--- config.mk ---
export PLATFORM = sky130hd
export DESIGN_NAME = dist_ascii_tx
export DESIGN_NICKNAME = d
export VERILOG_FILES = /design/src/rtl/dist_uart_pkg.sv /design/src/rtl/dist_ascii_tx_bin2bcd_iter.sv /design/src/rtl/dist_ascii_tx.sv
export SDC_FILE = /design/constraint.sdc
export NUM_CORES = 1
export LEC_CHECK = 0
export BUFFER_PORTS_ARGS = -buffer_cell sky130_fd_sc_hd__buf_2
export CORE_AREA = 4 4 84 125
export CTS_CLUSTER_SIZE = 8
export DETAILED_ROUTE_END_ITERATION = 10
export DIE_AREA = 0 0 88 129
export GPL_TIMING_DRIVEN = 0
export PLACE_DENSITY = 0.53
export SETUP_SLACK_MARGIN = 0.4
export SLEW_MARGIN = 20
export SYNTH_ARGS = -nofsm -noshare
export SYNTH_HDL_FRONTEND = slang
export SYNTH_HIERARCHICAL = 1
export SYNTH_SLANG_ARGS = --single-unit
export TNS_END_PERCENT = 50
--- constraint.sdc ---
create_clock -name clk -period 2.3 [get_ports clk]
set_clock_uncertainty 0.1 [all_clocks]
set_input_delay 0.115 -clock clk [delete_from_list [all_inputs] [get_ports clk]]
set_output_delay 0.115 -clock clk [all_outputs]
set_load 0.01 [all_outputs]
--- src/rtl/dist_uart_pkg.sv ---
// Shared types and constants for the distance-to-UART ASCII record path.
package dist_uart_pkg;

    typedef enum logic [1:0] {
        IDLE,
        CONVERT,
        SEND
    } state_t;

    localparam logic [7:0] ASCII_ZERO  = 8'h30;
    localparam logic [7:0] ASCII_SPACE = 8'h20;
    localparam logic [7:0] ASCII_CR    = 8'h0D;
    localparam logic [7:0] ASCII_LF    = 8'h0A;

    // Largest value representable in 'digits' decimal digits (10^digits - 1).
    function automatic int unsigned clamp_max(input int unsigned digits);
        int unsigned p;
        p = 1;
        for (int unsigned i = 0; i < digits; i++) begin
            p = p * 10;
        end
        return p - 1;
    endfunction

endpackage

--- src/rtl/dist_ascii_tx_bin2bcd_iter.sv ---
// Iterative double-dabble: one add-3/shift step per clock, DIST_W steps per conversion.
module bin2bcd_iter #(
    parameter int DIST_W     = 10,
    parameter int NUM_DIGITS = 4
) (
    input  logic                    clk,
    input  logic                    rst,
    input  logic                    start,
    input  logic [DIST_W-1:0]       bin,
    output logic                    done,
    output logic [4*NUM_DIGITS-1:0] bcd
);

    localparam int CNT_W = $clog2(DIST_W + 1);
    localparam int BCD_W = 4 * NUM_DIGITS;

    logic [DIST_W-1:0] shift_q;
    logic [CNT_W-1:0]  cnt_q;
    logic [BCD_W-1:0]  adj;

    // NOTE: every variable gets a default before the loop so the block stays purely combinational (no latch).
    always_comb begin
        adj = bcd;
        for (int i = 0; i < NUM_DIGITS; i++) begin
            if (bcd[4*i +: 4] >= 4'd5) begin
                adj[4*i +: 4] = bcd[4*i +: 4] + 4'd3;
            end
        end
    end

    // NOTE: state registers use non-blocking assignments so every flop samples pre-edge values.
    always_ff @(posedge clk or negedge rst) begin
        if (!rst) begin
            bcd     <= '0;
            shift_q <= '0;
            cnt_q   <= '0;
        end else if (start) begin
            bcd     <= '0;
            shift_q <= bin;
            cnt_q   <= CNT_W'(DIST_W);
        end else if (cnt_q != '0) begin
            bcd     <= {adj[BCD_W-2:0], shift_q[DIST_W-1]};
            shift_q <= shift_q << 1;
            cnt_q   <= cnt_q - 1'b1;
        end
    end

    // High during the cycle whose closing edge performs the final shift, so the
    // consumer sees a complete result in the very next cycle.
    assign done = (cnt_q == CNT_W'(1));

endmodule

--- src/rtl/dist_ascii_tx.sv ---
// Converts a binary distance sample to a fixed-width ASCII record (digits, CR, LF)
// and writes it byte by byte into the UART TX FIFO.
module dist_ascii_tx
    import dist_uart_pkg::*;
#(
    parameter int DATA_WIDTH = 8,
    parameter int DIST_W     = 10,
    parameter int NUM_DIGITS = 4
) (
    input  logic                  clk,
    input  logic                  rst,
    input  logic [DIST_W-1:0]     dist_in,
    input  logic                  dist_valid,
    input  logic                  tx_full,
    output logic                  wr_uart,
    output logic [DATA_WIDTH-1:0] w_data,
    output logic                  busy,
    output logic                  drop
);

    localparam int unsigned MAX_DEC = clamp_max(NUM_DIGITS);
    localparam int          IDX_W   = $clog2(NUM_DIGITS + 2);
    localparam int          BCD_W   = 4 * NUM_DIGITS;
    localparam logic [IDX_W-1:0] CR_IDX   = IDX_W'(NUM_DIGITS);
    localparam logic [IDX_W-1:0] LAST_IDX = IDX_W'(NUM_DIGITS + 1);

    state_t            state;
    logic [IDX_W-1:0]  idx;
    logic              start;
    logic              conv_done;
    logic [DIST_W-1:0] dist_clamped;
    logic [BCD_W-1:0]  bcd;
    logic [3:0]        digit;
    logic              lead;

    assign start   = (state == IDLE) && dist_valid;
    assign busy    = (state != IDLE);
    assign wr_uart = (state == SEND) && !tx_full;

    // Values beyond the record width saturate rather than wrap.
    always_comb begin
        dist_clamped = dist_in;
        if (32'(dist_in) > MAX_DEC) begin
            dist_clamped = MAX_DEC[DIST_W-1:0];
        end
    end

    bin2bcd_iter #(
        .DIST_W    (DIST_W),
        .NUM_DIGITS(NUM_DIGITS)
    ) u_bin2bcd (
        .clk  (clk),
        .rst  (rst),
        .start(start),
        .bin  (dist_clamped),
        .done (conv_done),
        .bcd  (bcd)
    );

    always_ff @(posedge clk or negedge rst) begin
        if (!rst) begin
            state <= IDLE;
            idx   <= '0;
            drop  <= 1'b0;
        end else begin
            drop <= dist_valid && (state != IDLE);
            case (state)
                IDLE: begin
                    if (dist_valid) begin
                        state <= CONVERT;
                    end
                end
                CONVERT: begin
                    if (conv_done) begin
                        state <= SEND;
                        idx   <= '0;
                    end
                end
                SEND: begin
                    // A stalled FIFO holds the index, so each byte is written exactly once.
                    if (wr_uart) begin
                        if (idx == LAST_IDX) begin
                            state <= IDLE;
                            idx   <= '0;
                        end else begin
                            idx <= idx + 1'b1;
                        end
                    end
                end
                default: state <= IDLE;
            endcase
        end
    end

    // Digits scan most significant first; 'lead' stays set while only zeros have been seen.
    always_comb begin
        w_data = '0;
        digit  = '0;
        lead   = 1'b1;
        for (int i = 0; i < NUM_DIGITS; i++) begin
            digit = bcd[BCD_W-1-4*i -: 4];
            if (digit != 4'd0) begin
                lead = 1'b0;
            end
            if ((state == SEND) && (idx == IDX_W'(i))) begin
                w_data = (lead && (i != NUM_DIGITS - 1)) ? DATA_WIDTH'(ASCII_SPACE)
                                                         : DATA_WIDTH'(ASCII_ZERO + {4'd0, digit});
            end
        end
        if (state == SEND) begin
            if (idx == CR_IDX) begin
                w_data = DATA_WIDTH'(ASCII_CR);
            end else if (idx == LAST_IDX) begin
                w_data = DATA_WIDTH'(ASCII_LF);
            end
        end
    end

endmodule

==> results by group <==
Run status
  – Status: complete, but fails checks
  – Violated checks: setup timing

CTS
  – Clock Latency Late Sink: around 280 ps
  – CTS tree: done
  – Worst-path clk slew: approximately 60 ps
  – H-tree levels: 2
  – CTS sink count: 36
  – CTS Buf Count: 5
  – Clk buf depth: 2
  – Root Buffer: clkbuf_16

Route
  – Drt total wl: ~6500 µm
  – Post-route ant nets: 0
  – Wirelength per Cell: between 10 and 15 µm
  – Residual DRC: 0
  – Drt pass-1 iters: 4
  – Vias: roughly 2.2k
  – DR iter-0 viols: 79
  – Vias per cell: 4.96

Setup path
  – CP required: about 2100 ps
  – Crit-path max FO: 4
  – Critical Path Sink Type: primary output
  – Setup CP Type: reg2out
  – CP Data Arrival Time: between 2000 and 2500 ps
  – CP startpoint kind: flop

Timing
  – Setup violators final: 2
  – Final Cycle Share: 103%
  – RSZ-0062 raised after global routing: yes
  – Tmin final: roughly 2400 ps
  – Final Slew Violations: 0
  – Final setup margin: -66.6 ps
  – Slew at the pin closest to its max-slew limit: between 800 and 900 ps
  – Worst slew margin: about 43%
  – Fmax: between 0.4 and 0.5 GHz
  – Hold violation total from the final report: 0

Die
  – Die height: about 130 µm
  – Die area: 0.0114 mm²
  – Row count: 43
  – Core Footprint: 0.00931 mm²
  – Die width: slightly below 90 µm
  – IO Pins: 25
  – Initial core utilization: approximately 26%

Layout
  – Synthesis-to-finish area growth: 37.6%
  – Finished Layout Cells: 443
  – Final Net Count: 355
  – Fillers: around 970
  – Ant. Diodes: 0
  – Share of cells above drive strength 1: between 20% and 30%

Place
  – Placed Cells: 405
  – Post-DP HPWL: ~4400 µm
  – Number of buffers added on ports: 22
  – GP Congestion: roughly 0.8

Synth
  – Syn_area_per_cell: between 8 and 9 µm²
  – Ys Warns: 6
  – Gate Count Post-Synth: 270
  – Post-synthesis sequential element count: 36
  – Post-synth ARST share: 100%
  – Synth Cell Area: 0.00240 mm²
  – Synth cell types: 48
  – Post-synthesis xor/xnor area fraction: less than 1%
  – Post-synth EDFFs: 0
  – Share of the synthesized area in the top cell type: between 30% and 40%
  – Area leader, netlist: dfrtp_1
  – Adder-cell area share of the yosys netlist: between 5 and 6%
  – Largest family of logic cells by synthesized area: simple AND/OR/NAND/NOR gates
  – Main area contributors after synthesis: dfrtp_1, ha_1, mux2i_1
  – Compound-gate portion of the synthesized area: between 20% and 30%
  – Post-synthesis simple-gate area fraction: between 20 and 25%
  – Post-synthesis mux area share: approximately 5%
  – Top FF cell, synth: dfrtp_1
  – Sequential-to-total area share from yosys stat: between 30% and 40%

Flow run
  – Max cap viols: 0

Global routing
  – Overall routing resource usage: about an eighth
  – Largest net degree at the start of global routing: 37
  – First-pass GRT wire length: about 11,000 µm
  – Vias in the first global route: roughly 2.2k
  – Initial antenna violation count: 0
  – Global route overflow: 0

Power and ir drop
  – Cell Pwr Density: about 1200 mW/mm²
  – Pwr Total: a little over 4 mW
  – Leak: around 1.5 nW
  – VDD IR-drop max: roughly 550 µV

Hold path
  – Worst Hold Class: in2reg
-- worst paths after layout --
check	from	endpoint	slack, ps	cells past startpoint
worst min-delay path	tx_full	state[1]	40	3
worst max register to register	u_bin2bcd/cnt_q[0]	u_bin2bcd/bcd[14]	440	7
min in group asynchronous	rst	idx[0]	390	2
worst min register to register	state[1]	state[0]	400	1
max in group asynchronous	rst	idx[1]	1110	2
worst max-delay path	idx[1]	w_data[3]	-70	8
-- sequential cells by signal (all words and copies together), names as in the netlist --
name,cells
u_bin2bcd/cnt_q,4
state,2
u_bin2bcd/shift_q,10
drop,1
u_bin2bcd/bcd,16
idx,3
-- cells in the mapped netlist, types with 5 or more instances --
library cell	number
dfrtp_1	36
inv_1	23
nand2_1	23
o21ai_1	14
or3_1	13
mux2i_1	12
ha_1	11
nor2_1	11
nor2b_1	10
clkbuf_1	9
nand2b_1	9
a21oi_1	7
nand3_1	7
o21ai_0	7
nor4_1	6
o2111ai_1	6
buf_2	5
nor3_1	5
o211ai_1	5
-- kinds of logic after synthesis --
group | after synthesis
and+or+nand+nor | 97
AOI/OAI and AO/OA | 70
buffers and inverters | 41
DFF | 36
muxes | 12
adders and majority gates | 11
xor gates and xnor gates | 2
other | 1
-- per-stage QoR --
step	hold slack, ps	cell area, µm²	setup WS [ps]	TNS [ps]	util [%]
floorplan	-281	2430	298	0	-
global route	53.2	3300	-106	-232	35.4
CTS	36.0	3090	-131	-219	33.2
finish	37.6	3300	-66.6	-119	35.4
global placement	184	2680	-109	-1520	28.8
detailed placement	195	2680	-69.0	-799	28.8
-- where the power goes --
group	leakage, nW	internal, mW	switching [mW]	total, mW
combinational	0.945	1.06	1.04	2.09
clock	0.0798	0.509	0.268	0.777
sequential	0.455	0.905	0.311	1.22
-- critical path, cell delays in order (launching register included) --
cell,delay (ps)
dfrtp_2,410
buf_6,130
inv_4,60
nor2_4,40
ha_4,150
or4b_4,550
a211o_1,280
o22ai_2,110
buf_2,150
-- repair_timing --
item,CTS,global route
gates resized for setup,25,23
endpoints found under the setup margin,35,25
cloned,0,2
setup buffers,8,8
pin swaps,6,12
hold endpoints to repair,47,0
hold buffers,12,0
-- metal layers --
layer	wire, µm	track usage (%)	vias up
met5	0	0	-
met4	167	5.06	0
met3	236	2.18	14
met2	3250	19.9	46
met1	2830	14.2	1049
li1	-	-	1089
-- final cells by class --
cell class	count	area [µm²]	share of cell area [%]
multi-input combinational	194	1430	43.3
inverter	23	91.3	2.77
timing repair buffer	52	404	12.2
clock buffer	5	125	3.79
buffer	18	163	4.93
sequential	36	905	27.4
tap	112	140	4.25
clock inverter	3	42.5	1.29
-- layout by cell type (no fill, tap or decap), types with 9 or more instances in the layout --
cell / count
buf_2: 24
buf_4: 19
dfrtp_1: 33
dlygate4sd3_1: 12
ha_1: 9
inv_1: 19
mux2i_1: 12
nand2_1: 23
nand2b_1: 9
nor2_1: 9
nor2b_1: 10
o21ai_1: 14
or3_1: 12
Power figures use the tool's default switching activity.
